==> config.mk <==
export PLATFORM = sky130hd
export DESIGN_NAME = pipelined_adder
export DESIGN_NICKNAME = d
export VERILOG_FILES = /design/src/rtl/pipelined_adder.sv
export SDC_FILE = /design/constraint.sdc
export NUM_CORES = 1
export LEC_CHECK = 0
export CAP_MARGIN = 20
export CORE_ASPECT_RATIO = 0.5
export CORE_MARGIN = 2
export CORE_UTILIZATION = 55
export CTS_CLUSTER_DIAMETER = 50
export DETAILED_ROUTE_END_ITERATION = 6
export GPL_TIMING_DRIVEN = 0
export PLACE_DENSITY = 0.79
export SETUP_SLACK_MARGIN = 0.2
export SYNTH_ARGS = -nofsm -noshare
export SYNTH_HDL_FRONTEND = slang
export SYNTH_SLANG_ARGS = --single-unit
==> constraint.sdc <==
create_clock -name clk -period 5.6 [get_ports clk]
set_input_delay 0.84 -clock clk [delete_from_list [all_inputs] [get_ports clk]]
set_output_delay 0.84 -clock clk [all_outputs]
set_load 0.02 [all_outputs]
==> src/rtl/pipelined_adder.sv <==
`timescale 1ns/1ps
`default_nettype none
// ============================================================================
// Module   : pipelined_adder
// Purpose  : WIDTH-bit adder split into STAGES chunks of WIDTH/STAGES bits.
//            The carry ripples one chunk per clock. Upper operand chunks and
//            finished lower sum chunks travel alongside it, so every chunk of
//            a result reaches the output in the same cycle. The pipeline uses
//            valid/ready flow control and stalls as a whole.
// Options  : PIPELINED_ADDER_OVF_EN - adds output V (signed overflow flag)
// Revision : 1.0 - initial release
// ============================================================================
module pipelined_adder #(
    parameter int WIDTH  = 16,
    parameter int STAGES = 4
) (
    input  logic             clk,
    input  logic             rst,
    input  logic             in_valid,
    output logic             in_ready,
    input  logic [WIDTH-1:0] A,
    input  logic [WIDTH-1:0] B,
    input  logic             Ci,
    output logic             out_valid,
    input  logic             out_ready,
    output logic [WIDTH-1:0] S,
    output logic             Co
`ifdef PIPELINED_ADDER_OVF_EN
    ,
    output logic             V
`endif
);

    // Guarded against STAGES < 1 so the illegal case reaches the check below
    // rather than dividing by zero.
    localparam int c_NSTG    = (STAGES > 0) ? STAGES : 1;
    localparam int c_CHUNK_W = WIDTH / c_NSTG;
    localparam int c_LAST    = c_NSTG - 1;

    if ((STAGES < 1) || ((WIDTH % c_NSTG) != 0)) begin : g_bad_params
        $error("pipelined_adder: WIDTH must be a multiple of STAGES, and STAGES >= 1");
    end

    // Per-stage registers. r_a/r_b hold the operands already shifted down, so
    // the chunk a stage needs always sits in the low bits. r_sum collects the
    // finished chunks from the top down. After the last stage, chunk 0 has
    // reached bit 0.
    logic [WIDTH-1:0]     r_a   [c_NSTG];
    logic [WIDTH-1:0]     r_b   [c_NSTG];
    logic [WIDTH-1:0]     r_sum [c_NSTG];
    logic [c_NSTG-1:0]    r_cy;
    logic [c_NSTG-1:0]    r_vld;

    // Inputs to each stage: the ports for stage 0, the previous stage otherwise
    logic [WIDTH-1:0]     w_src_a   [c_NSTG];
    logic [WIDTH-1:0]     w_src_b   [c_NSTG];
    logic [WIDTH-1:0]     w_src_sum [c_NSTG];
    logic [c_NSTG-1:0]    w_src_cy;
    logic [c_NSTG-1:0]    w_src_vld;
    logic [c_CHUNK_W-1:0] w_chunk   [c_NSTG];
    logic [c_NSTG-1:0]    w_cout;

    logic                 w_advance;

    // The pipeline moves only when the output slot is empty or being drained.
    // Input bubbles travel through the pipeline and are not removed.
    assign w_advance = !r_vld[c_LAST] || out_ready;
    assign in_ready  = w_advance;

    for (genvar k = 0; k < c_NSTG; k++) begin : g_stage
        if (k == 0) begin : g_head
            assign w_src_a[k]   = A;
            assign w_src_b[k]   = B;
            assign w_src_sum[k] = '0;
            assign w_src_cy[k]  = Ci;
            assign w_src_vld[k] = in_valid;
        end else begin : g_body
            assign w_src_a[k]   = r_a[k-1];
            assign w_src_b[k]   = r_b[k-1];
            assign w_src_sum[k] = r_sum[k-1];
            assign w_src_cy[k]  = r_cy[k-1];
            assign w_src_vld[k] = r_vld[k-1];
        end

        // Add this stage's chunk together with the carry from the stage below
        assign {w_cout[k], w_chunk[k]} = {1'b0, w_src_a[k][c_CHUNK_W-1:0]}
                                       + {1'b0, w_src_b[k][c_CHUNK_W-1:0]}
                                       + {{c_CHUNK_W{1'b0}}, w_src_cy[k]};

        // Stage valid, carry and partial sum: cleared by reset, held on stall
        always_ff @(posedge clk) begin
            if (rst) begin
                r_vld[k] <= 1'b0;
                r_cy[k]  <= 1'b0;
                r_sum[k] <= '0;
            end else if (w_advance) begin
                r_vld[k] <= w_src_vld[k];
                r_cy[k]  <= w_cout[k];
                r_sum[k] <= (w_src_sum[k] >> c_CHUNK_W)
                          | (WIDTH'(w_chunk[k]) << (WIDTH - c_CHUNK_W));
            end
        end

        // Operand skew: pass the chunks not yet added to the next stage
        always_ff @(posedge clk) begin
            if (w_advance) begin
                r_a[k] <= w_src_a[k] >> c_CHUNK_W;
                r_b[k] <= w_src_b[k] >> c_CHUNK_W;
            end
        end
    end

    assign out_valid = r_vld[c_LAST];
    assign S         = r_sum[c_LAST];
    assign Co        = r_cy[c_LAST];

`ifdef PIPELINED_ADDER_OVF_EN
    logic w_msb_cin;
    logic r_ovf;

    // The carry into the MSB is recovered from the top bit of the last chunk
    assign w_msb_cin = w_src_a[c_LAST][c_CHUNK_W-1]
                     ^ w_src_b[c_LAST][c_CHUNK_W-1]
                     ^ w_chunk[c_LAST][c_CHUNK_W-1];

    // Overflow flag is registered in step with S and Co
    always_ff @(posedge clk) begin
        if (rst) begin
            r_ovf <= 1'b0;
        end else if (w_advance) begin
            r_ovf <= w_msb_cin ^ w_cout[c_LAST];
        end
    end

    assign V = r_ovf;
`endif

endmodule
`default_nettype wire

==> summary.md, run 1 <==
| Metric | Value |
|---|---|
| Crit path top cell by count | `clkdlybuf4s50_1` |
| RSZ-0062 raised after global routing | `false` |
| Mux contribution to synthesized area | `0.0107` |
| Share of cells above drive strength 1 | `0.0671` |
| CTS tree | `built` |
| Netlist area before placement | `between 3000 and 4000 um2` |
| PwrDens | `344 nW/um2` |
| DRC marker count from the first detailed-route iteration | `162` |
| Compound-Gate Fraction of Synth Area | `0.0362` |
| Slew margin rel. | `0.394` |
| Gr usage total | `0.178` |
| Synth Area in Adders | `0.0831` |
| Initial Util | `0.564` |
| Fill cell count | `437` |
| Syn Nets | `283` |
| IR drop worst, VDD | `about 0.00021 V` |
| Routed Antenna Nets | `0` |
| Final hold vios | `0` |
| Post-route cell area | `~4700 um2` |
| Placed Area | `roughly 4400 um2` |
| Worst path arrival time | `roughly 2.7 ns` |
| Drt drc | `0` |
| GPL Wtd Cong | `between 0.7 and 0.8` |
| DR vias/cell | `between 5 and 6` |
| DR WL/cell | `15.4 um` |
| Area Growth Syn to Fin | `26.6%` |
| Fin. max-slew vios | `0` |
| PnR worst setup slack | `2.11 ns` |
| Crit Path Class | `in -> out` |
| Post-CTS Setup Inserts | `0` |
| Final setup viols | `0` |
| I/O pins | `between 50 and 60` |
| Largest delay share family, worst path | `buffers and inverters` |
| CTS Buf Count | `9` |
| Worst slew pin tran | `roughly 0.91 ns` |
| CP max-delay cell | `clkdlybuf4s50_1` |
| Xor/xnor cell area share of the yosys netlist | `0.00469` |
| Max stage delay on crit path | `0.69 ns` |
| Post-Route WL | `around 6000 um` |
| # clock sinks | `96` |
| Final core utilization | `0.714` |
| Largest net degree at the start of global routing | `59` |
| Fmax | `286 MHz` |
| Post_cts resized | `0` |
| Height of the die | `slightly above 60 um` |
| Sequential area share after synthesis | `0.751` |
| Num rows | `21` |
| Count of buffer and inverter cells on the critical path | `4` |
| Drt first pass iters | `4` |
| Die Wd | `between 100 and 150 um` |
| CP startpoint kind | `input pin` |
| Clock period minus worst slack | `~3.5 ns` |
| Synth Register Bits | `96` |
| Clk buf depth | `2` |
| IO buf count | `55` |
| Outcome | `finished, final reports clean` |
| Nets | `between 300 and 400` |
| Antenna Cells | `0` |
| Via Count | `2,020` |
| Placed wire-length estimate | `3910 um` |
| Avg Cell Area, Syn | `roughly 17 um2` |
| Root buffer cell | `clkbuf_16` |
| H-tree depth | `3` |
| First-pass GRT wire length | `9540 um` |
| CP required | `4.76 ns` |
| Clk_lat worst skew | `around 0.34 ns` |
| Gate Count Post-Synth | `226` |
| Worst-path cell chain | `clkdlybuf4s50_1 > nor2b_4 > inv_2 > buf_2 > clkdlybuf4s50_1` |
| Overflow after GRT | `0` |
| Fin crit share | `0.624` |
| Dpl ws | `around 1.4 ns` |
| Initial antenna violation count | `0` |
| Core Box Area | `between 6000 and 7000 um2` |
| Largest family of logic cells by synthesized area | `simple AND/OR/NAND/NOR gates` |
| TNS Setup | `0 ns` |
| Synth Area in Simple Gates | `0.0935` |
| Vias in the first global route | `2,060` |
| Max-cap violations | `0` |
| Die footprint | `around 7500 um2` |
| Worst hold path class | `reg -> reg` |
| Most frequent cells in the layout | `edfxtp_1, clkdlybuf4s50_1, and3_1, ha_1, a21oi_1` |
| Clock-pin slew on the worst setup and hold paths | `about 0.060 ns` |
| LEAKAGE | `around 2 nW` |
| Leading cell type in the layout, fill and taps excluded | `edfxtp_1` |
| Hold Buf Count CTS | `0` |
| Unique masters post-synth | `24` |
| Final setup skew | `about 0.006 ns` |
| Yosys warnings | `0` |
| CP endpoint kind | `output pin` |
| Worst-path fanout max | `18` |
[synth_stat cells, drive strengths merged]
library cell | count | area (um2)
clkbuf | 7 | 27.5
nand2 | 8 | 30.0
dfxtp | 8 | 160
fa | 8 | 160
buf | 3 | 21.3
nor2b | 5 | 38.8
o21ai | 4 | 20.0
xnor2 | 2 | 17.5
or3 | 4 | 25.0
nor2 | 10 | 37.5
a21o | 6 | 45.0
and3 | 30 | 188
ha | 12 | 150
edfxtp | 88 | 2640
nand3 | 4 | 20.0
a21oi | 11 | 55.1
inv | 8 | 30.0
a211oi | 2 | 15.0
nor3 | 2 | 10.0
mux2i | 4 | 40.0
[report_power, final]
group          switching, mW  leakage, nW  internal [mW]  total, mW
Sequential            0.0180         1.05          0.841      0.859
Clock                  0.233        0.148          0.389      0.622
Combinational         0.0666        0.767         0.0806      0.147
[worst paths after layout]
| kind | startpoint | endpoint | slack [ns] | cells after the start |
|---|---|---|---|---|
| worst max-delay path | out_ready | in_ready | 2.11 | 5 |
| worst min-delay path | r_b[1][5] | r_b[2][1] | 0.42 | 0 |
| worst min register to register | r_b[1][5] | r_b[2][1] | 0.42 | 0 |
| worst max register to register | r_a[1][0] | r_cy[2] | 3.76 | 5 |
[cell type report]
class                           count  area (um2)  area share
Inverter                            8        30.0     0.00635
Timing Repair Buffer               56         571       0.121
Tap cell                           92         115      0.0244
Multi-Input combinational cell    112         855       0.181
Clock buffer                       12         236      0.0500
Clock inverter                      4        68.8      0.0146
Sequential cell                    96        2800       0.593
Buffer                             10        48.8      0.0103
[metal layers]
layer,GRT usage,wire length [um],vias up
li1,-,-,979
met1,0.183,2370,970
met2,0.300,3120,55
met3,0.0993,363,16
met4,0.0785,148,0
met5,0,0,-
[metrics by stage]
stage | hold slack, ns | cells | total power [mW]
floorplan | 0.400 | 226 | 0.947
global placement | 0.401 | 373 | 1.01
detailed placement | 0.405 | 373 | 1.02
CTS | 0.419 | 389 | 1.64
global route | 0.424 | 390 | 1.69
finish | 0.415 | 390 | 1.63
[registers in the layout (all words and copies together) (netlist names)]
name       flops
r_a           24
Co             1
r_vld          3
r_sum         40
r_cy           3
r_b           24
out_valid      1
[kinds of logic after synthesis]
group                      count (synthesis)
xor gates and xnor gates                   2
adders and majority gates                 20
AOI/OAI and AO/OA                         23
DFF                                       96
and+or+nand+nor                           63
muxes                                      4
buffers and inverters                     18
Note: power is estimated with default switching activity, not from simulation.
==> inputs of run 2 (changes only) <==
CORE_UTILIZATION = 48   (was 55)
PLACE_DENSITY = 0.73   (was 0.79)
clock period = 3.1 ns   (was 5.6 ns; I/O delays follow)
==> run 2 against run 1 <==
Effect of this change:
- sequential share of layout area increased by 0.11 points
- cell count grew 0.77%
- combinational power is 76% higher
- critical path depth stayed put
- wire length decreased by 7.9%
- setup slack worse by 1.8 ns
- critical endpoint unchanged
==> summary.md, run 2 (synthesized netlist as in run 1, its figures left out) <==
| Metric | Value |
|---|---|
| Outcome | `finished, final reports clean` |
| Final setup viols | `0 (unchanged)` |
| Routed Antenna Nets | `0 (unchanged)` |
| Initial antenna violation count | `0 (unchanged)` |
| I/O pins | `56 (unchanged)` |
| Die footprint | `8540 um2 (+14%)` |
| FF-to-FF setup slack | `1.28 ns (-2.48 ns)` |
| DR vias/cell | `5.09 (-1.6%)` |
| Flop pwr share | `0.528 (about the same)` |
| Leading cell type in the layout, fill and taps excluded | `edfxtp_1` |
| DR WL/cell | `14.1 um (-8.6%)` |
| Max reg flops | `40 (unchanged)` |
| Clock-pin slew on the worst setup and hold paths | `0.06 ns (about the same)` |
| CP required | `2.63 ns (-2.13 ns)` |
| Worst slew pin tran | `0.913 ns (+0.00636 ns)` |
| Hold path startpoint | `r_a[0][6]` |
| Root buffer cell | `clkbuf_16` |
| Antenna Cells | `0 (unchanged)` |
| Worst-path fanout max | `58 (+40)` |
| Clk pwr share | `0.384 (+0.002)` |
| Fin crit share | `0.898` |
| # clock sinks | `96 (unchanged)` |
| Hold Buf Count CTS | `0 (unchanged)` |
| Fmax | `approximately 360 MHz` |
| Hold depth | `0 (unchanged)` |
| IR drop worst, VDD | `0.000291 V (+36%)` |
| Via Count | `2,002 (-0.89%)` |
| CTS Buf Count | `9 (unchanged)` |
| Worst reg2reg path startpoint | `r_a[1][0]` |
| Crit Path Class | `in -> out` |
| DRC marker count from the first detailed-route iteration | `108 (-33%)` |
| Max-cap violations | `0 (unchanged)` |
| Pint | `2.36 mW (+80%)` |
| End of the worst register-to-register path | `r_cy[2]` |
| Tot Pwr | `2.94 mW (+80%)` |
| Largest net degree at the start of global routing | `59 (unchanged)` |
| Clock period minus worst slack | `around 2.8 ns` |
| Worst path arrival time | `2.32 ns (-0.33 ns)` |
| Fin. max-slew vios | `0 (unchanged)` |
| CTS tree | `built` |
| Nets | `349 (-0.29%)` |
| H-tree depth | `3 (unchanged)` |
| CP startpoint kind | `input pin` |
| Min-Delay Endpoint | `r_a[1][2]` |
| Drt first pass iters | `4 (unchanged)` |
| IO buf count | `55 (unchanged)` |
| Height of the die | `66.4 um (+6.6%)` |
| GPL Wtd Cong | `0.720 (-2.7%)` |
| Post-route cell area | `4720 um2 (-0.19%)` |
| Most frequent cells in the layout | `edfxtp_1, clkdlybuf4s50_1, and3_1, ha_1, a21oi_1` |
| Core Box Area | `7430 um2 (+12%)` |
| Multi-input gate area | `855 um2 (unchanged)` |
| Biggest regs | `r_sum: 40 flops, r_a: 24 flops, r_b: 24 flops` |
| Initial Util | `0.502 (-0.0615)` |
| Post-Route WL | `5530 um (-7.9%)` |
| Final hold vios | `0 (unchanged)` |
| Biggest register | `r_sum` |
| LEAKAGE | `1.96 nW (-0.36%)` |
| Register area | `2800 um2 (unchanged)` |
| RSZ-0062 raised after global routing | `false` |
| Fill cell count | `568 (+30%)` |
| CP endpoint kind | `output pin` |
| First-pass GRT wire length | `8780 um (-8.0%)` |
| R2R cell count | `5 (unchanged)` |
| Clk buf depth | `2 (unchanged)` |
| Worst hold path class | `reg -> reg` |
| Post-CTS Setup Inserts | `0 (unchanged)` |
| Slew margin rel. | `0.389 (-0.00426)` |
| Placed wire-length estimate | `3710 um (-5.0%)` |
| Gr usage total | `0.143 (-0.0356)` |
| Area Growth Syn to Fin | `26.4%` |
| Final setup skew | `0.00600 ns (+0.00000749 ns)` |
| Num rows | `22 (+4.8%)` |
| Overflow after GRT | `0 (unchanged)` |
| Post_cts resized | `2 (+2)` |
| Clk_lat worst skew | `0.34 ns (about the same)` |
| Drt drc | `0 (unchanged)` |
| Die Wd | `129 um (+6.8%)` |
| Vias in the first global route | `1,935 (-6.1%)` |
| Share of cells above drive strength 1 | `0.0640 (-0.00314)` |
| Placed Area | `4410 um2 (+0.11%)` |
| Logic pwr share | `0.088 (-0.002)` |
| Sw Share | `0.194 (-0.000819)` |
| Sw Pwr | `0.570 mW (+80%)` |
| PwrDens | `622 nW/um2 (+81%)` |
-- run 2: changes by cell type in the layout (fill, tap and decap cells not counted), sizes merged --
cell / change
buf: -1
-- run 2: stage by stage --
stage	std cells	util	worst slack, ns	TNS, ns	hold slack, ns
floorplan	226	-	1.15	0	0.400
global placement	377	0.593	-0.235	-0.235	0.400
detailed placement	377	0.593	-0.281	-0.281	0.405
CTS	393	0.635	0.304	0	0.414
global route	393	0.635	0.218	0	0.427
finish	393	0.635	0.316	0	0.418
-- run 2: power by group through the flow --
stage	sequential [mW]	clock [mW]	combinational, mW
floorplan	1.59	0	0.117
global placement	1.57	0	0.252
detailed placement	1.58	0	0.259
CTS	1.55	1.15	0.261
global route	1.56	1.20	0.289
finish	1.55	1.13	0.258
-- run 2: final cells by class --
cell class                 count  area share
sequential                    96       0.594
multi-input combinational    112       0.181
timing repair buffer          55       0.117
clock buffer                  12      0.0501
tap                           96      0.0255
clock inverter                 4      0.0146
buffer                        10      0.0117
inverter                       8     0.00636
-- run 2: how the worst max path moves through the flow --
stage,startpoint,to,cells past startpoint
6_report,out_ready,in_ready,5
5_1_grt,out_ready,in_ready,5
3_3_place_gp,out_ready,in_ready,5
4_1_cts,out_ready,in_ready,5
3_5_place_dp,out_ready,in_ready,5
2_1_floorplan,out_valid,r_sum[0][12],3
-- run 2: critical path, stage by stage --
cell and delay, ns:
clkdlybuf4s50_1 0.50, nor2b_4 0.06, inv_2 0.13, buf_6 0.44, clkdlybuf4s50_1 0.70
-- run 2: per-layer routing --
layer  wire (um)  track usage
met2        2790        0.242
met5           0            0
met4         129       0.0815
met3         190       0.0461
met1        2420        0.162
==> variant 1 (flow settings as in run 2) <==
Build with the macro `PIPELINED_ADDER_OVF_EN` defined.
--- a/src/rtl/pipelined_adder.sv
+++ b/src/rtl/pipelined_adder.sv
@@ -10,6 +10,8 @@
 // Options  : PIPELINED_ADDER_OVF_EN - adds output V (signed overflow flag)
 // Revision : 1.0 - initial release
 // ============================================================================
+`define PIPELINED_ADDER_OVF_EN
+
 module pipelined_adder #(
     parameter int WIDTH  = 16,
     parameter int STAGES = 4
Behaviour (old outputs only; new: V): unchanged (Yosys induction, for registers that start in step).
==> variant 1 against run 2 <==
Total power increased by 6.6%; sequential share of layout area decreased by 1.6 points; cell count increased by 4.1%; wire length decreased by 0.27%; critical path depth increased by 1; synthesized area increased by 2.6%; worst setup slack improved by 0.13 ns; final area increased by 3.4%; sequential cell count increased by 1; critical path type unchanged; critical endpoint unchanged; largest cell class unchanged.
==> variant 1: results (changes against run 2) <==
status -> complete, no violations
Non-CTS buffers -> 63 (-3.1%)
Inverters -> 10 (+2)
Synthesized Nets -> 286 (+1.1%)
multi-input gate share of the layout cell area -> 0.1846 (+0.003496)
Vias/cell -> 4.619 (-9.3%)
Seq cells -> 97 (+1.0%)
number of DRC markers in iteration 0 -> 126 (+17%)
Worst-Margin Slew -> 0.9468 ns (+0.03409 ns)
FF+latch area -> 2823 um^2 (+0.71%)
Critical R2R Launch -> r_b[0][0]
register area share after synthesis -> 0.7368 (-0.01390)
CP arrival -> 2.19 ns (-0.13 ns)
Static Leak -> 1.934 nW (-1.1%)
Period Utilization, post-route -> 0.8572 (-0.04085)
nets@finish -> 353 (+1.1%)
Clock buf/inv share -> 0.07179 (+0.007091)
Avg WL per Cell -> 13.49 um (-4.2%)
peak per-stage delay on the critical path -> 0.66 ns (-0.04 ns)
global-route wire length before repair -> 9280 um (+5.7%)
post-CTS sizing -> 0 (-2)
Logic pwr share -> 0.094 (+0.006)
layout cell share with drive strength beyond 1 -> 0.1130 (+0.04898)
Layout Cells excl Fill -> 409 (+4.1%)
placed instance area -> 4529 um^2 (+2.8%)
hold slack -> 0.4196 ns (+0.001996 ns)
top post-synthesis cells by count -> 88 x edfxtp_1, 29 x and2_1, 19 x nor2_1
gpl congestion -> 0.7455 (+3.5%)
GR Util met2 -> 0.2454 (+0.003355)
GRT Total Usage -> 0.1452 (+0.002509)
grt met1 use -> 0.1762 (+0.01410)
[variant 1: cell types whose count changed in the layout (fill, tap and decap cells not counted), moves of 3 or more]
cell and delta:
nor2_2 +3, nor2_1 +9, a211oi_2 +3, clkbuf_1 -8
and3_1 -30, mux2i_1 -4, xor2_1 +6, nand3_1 -4
inv_6 +4, and2_1 +29, or3_1 -4, a21oi_1 -4
[variant 1: cell families (layout without fill, tap and decap cells)]
kind of cell             after synthesis  count (layout)  synth area share
buffers and inverters                 17              89           0.02874
XOR/XNOR                               7               7           0.01600
adder cells (fa/ha/maj)               20              20           0.08099
AO/OA/AOI/OAI                         19              19           0.03560
AND/OR/NAND/NOR                       69              69            0.1019
flip-flops                            97              97            0.7368
[variant 1: worst min path at each step]
stage | to | cells past startpoint
after floorplan | r_a[1][0] | 0
after global placement | r_a[1][6] | 0
after detailed placement | r_a[2][1] | 0
after CTS | r_b[1][4] | 0
after global routing | r_a[1][7] | 0
final | r_a[2][2] | 0
==> variant 2 (settings of run 2) <==
Made on the original files. The parameter `WIDTH` goes from 16 to 12.
--- a/src/rtl/pipelined_adder.sv
+++ b/src/rtl/pipelined_adder.sv
@@ -11,7 +11,7 @@
 // Revision : 1.0 - initial release
 // ============================================================================
 module pipelined_adder #(
-    parameter int WIDTH  = 16,
+    parameter int WIDTH  = 12,
     parameter int STAGES = 4
 ) (
     input  logic             clk,
Ports: changed (resized A, B and S); port bits go from 56 to 44. No check against the original RTL was run, so the function may have changed too.
==> variant 2 against run 2 <==
Synthesized cell count down 22%; final area shrank 22%; combinational power fell by 26%; wire length down 29%; clock skew down 0.0020 ns; worst setup slack better by 0.20 ns; synthesized area is 23% lower; total power shrank 19%; core utilization increased by 2.2 points; global-route usage up 0.51 points; hold slack lost 0.0046 ns; count of clock-buffer cells in the layout decreased by 2; sequential cell count fell by 22; highest routed layer unchanged.
==> variant 2: results (changes against run 2) <==
status -> complete, no violations
sequential cell power -> 1.19 mW (-23%)
Post-Synth Adder-Cell Area -> 0.09071 (+0.007601)
hold endpoint -> r_b[1][2]
final-layout clock buffer total -> 10 (-2)
metal2 WL -> 2035 um (-27%)
Post-Layout Inst Area -> 3704 um^2 (-22%)
CP Max Fanout -> 43 (-26%)
post-DP HPWL -> 2669 um (-28%)
CP arrival -> 2.12 ns (-0.20 ns)
R2R cell count -> 4 (-1)
dominant cells by area after synthesis -> edfxtp_1 69%, dfxtp_1 5.6%, fa_1 5.6%
top post-synthesis cells by count -> 66 x edfxtp_1, 20 x and2_1, 17 x nor2_1
flop2flop setup slack -> 1.38 ns (+0.10 ns)
post-CTS sizing -> 0 (-2)
Static Leak -> 1.494 nW (-24%)
Inverters -> 17 (+9)
post-synthesis xor/xnor area fraction -> 0.01221 (+0.007519)
min-delay src -> r_b[0][5]
cells after synthesis -> 177 (-22%)
nets@finish -> 277 (-21%)
WL met3 -> 211 um (+11%)
gpl congestion -> 0.7406 (+2.9%)
register area share after synthesis -> 0.7466 (-0.004050)
relative slew slack -> 0.5782 (+0.1888)
vias in the first global route -> 1554 (-20%)
post-synth cell types -> 21 (-13%)
global-route wire length before repair -> 6872 um (-22%)
Avg WL per Cell -> 12.73 um (-9.6%)
mux contribution to synthesized area -> 0 (-0.01072)
placed instance area -> 3406 um^2 (-23%)
multi-input gate share of the layout cell area -> 0.1706 (-0.01051)
DRT met1 WL -> 1599 um (-34%)
M3 GR Usage -> 0.07106 (+0.02494)
Compound-Gate Fraction of Synth Area -> 0.02966 (-0.006538)
pre-CTS setup slack -> 0.2155 ns (+0.4967 ns)
Non-CTS buffers -> 49 (-25%)
Layout Cells excl Fill -> 310 (-21%)
top flop regs -> r_sum: 30 flops, r_a: 18 flops, r_b: 18 flops
sequential share of cell area -> 0.5784 (-0.01563)
Critical R2R Launch -> out_valid
grt met1 use -> 0.1536 (-0.008513)
Synthesized Nets -> 222 (-22%)
GRT Total Usage -> 0.1478 (+0.005135)
Vias/cell -> 4.735 (-7.0%)
Non-clock buffer share -> 0.1287 (+0.0003684)
layout cell share with drive strength beyond 1 -> 0.09705 (+0.03307)
r2r endpoint -> r_sum[3][6]
GR Util met2 -> 0.2455 (+0.003445)
number of DRC markers in iteration 0 -> 71 (-34%)
internal power -> 1.908 mW (-19%)
## variant 2: cell types whose count changed after synthesis, sizes merged, moves of 5 or more
cell and delta:
inv +9, edfxtp -22, and3 -30, a21oi -8, nor2 +7, and2 +20
clkbuf -5
## variant 2: critical path: stages
cell	delay, ns
clkdlybuf4s50_1	0.50
nor2b_4	0.07
inv_4	0.36
clkdlybuf4s50_1	0.70
## variant 2: how the worst max path moves through the flow
stage,start,to,slack [ns],cells after the start
finish,out_ready,in_ready,0.52,4
global route,out_ready,in_ready,0.41,4
CTS,out_ready,in_ready,0.21,4
detailed placement,out_ready,in_ready,0.22,4
global placement,out_ready,in_ready,0.24,4
floorplan,out_valid,r_sum[0][10],1.33,3
## variant 2: stage by stage
stage          hold WS, ns  power [mW]
3_3_place_gp        0.4016       1.392
2_1_floorplan       0.4003       1.309
6_report            0.4130       2.379
4_1_cts             0.4156       2.417
5_1_grt             0.4168       2.488
3_5_place_dp        0.4052       1.403
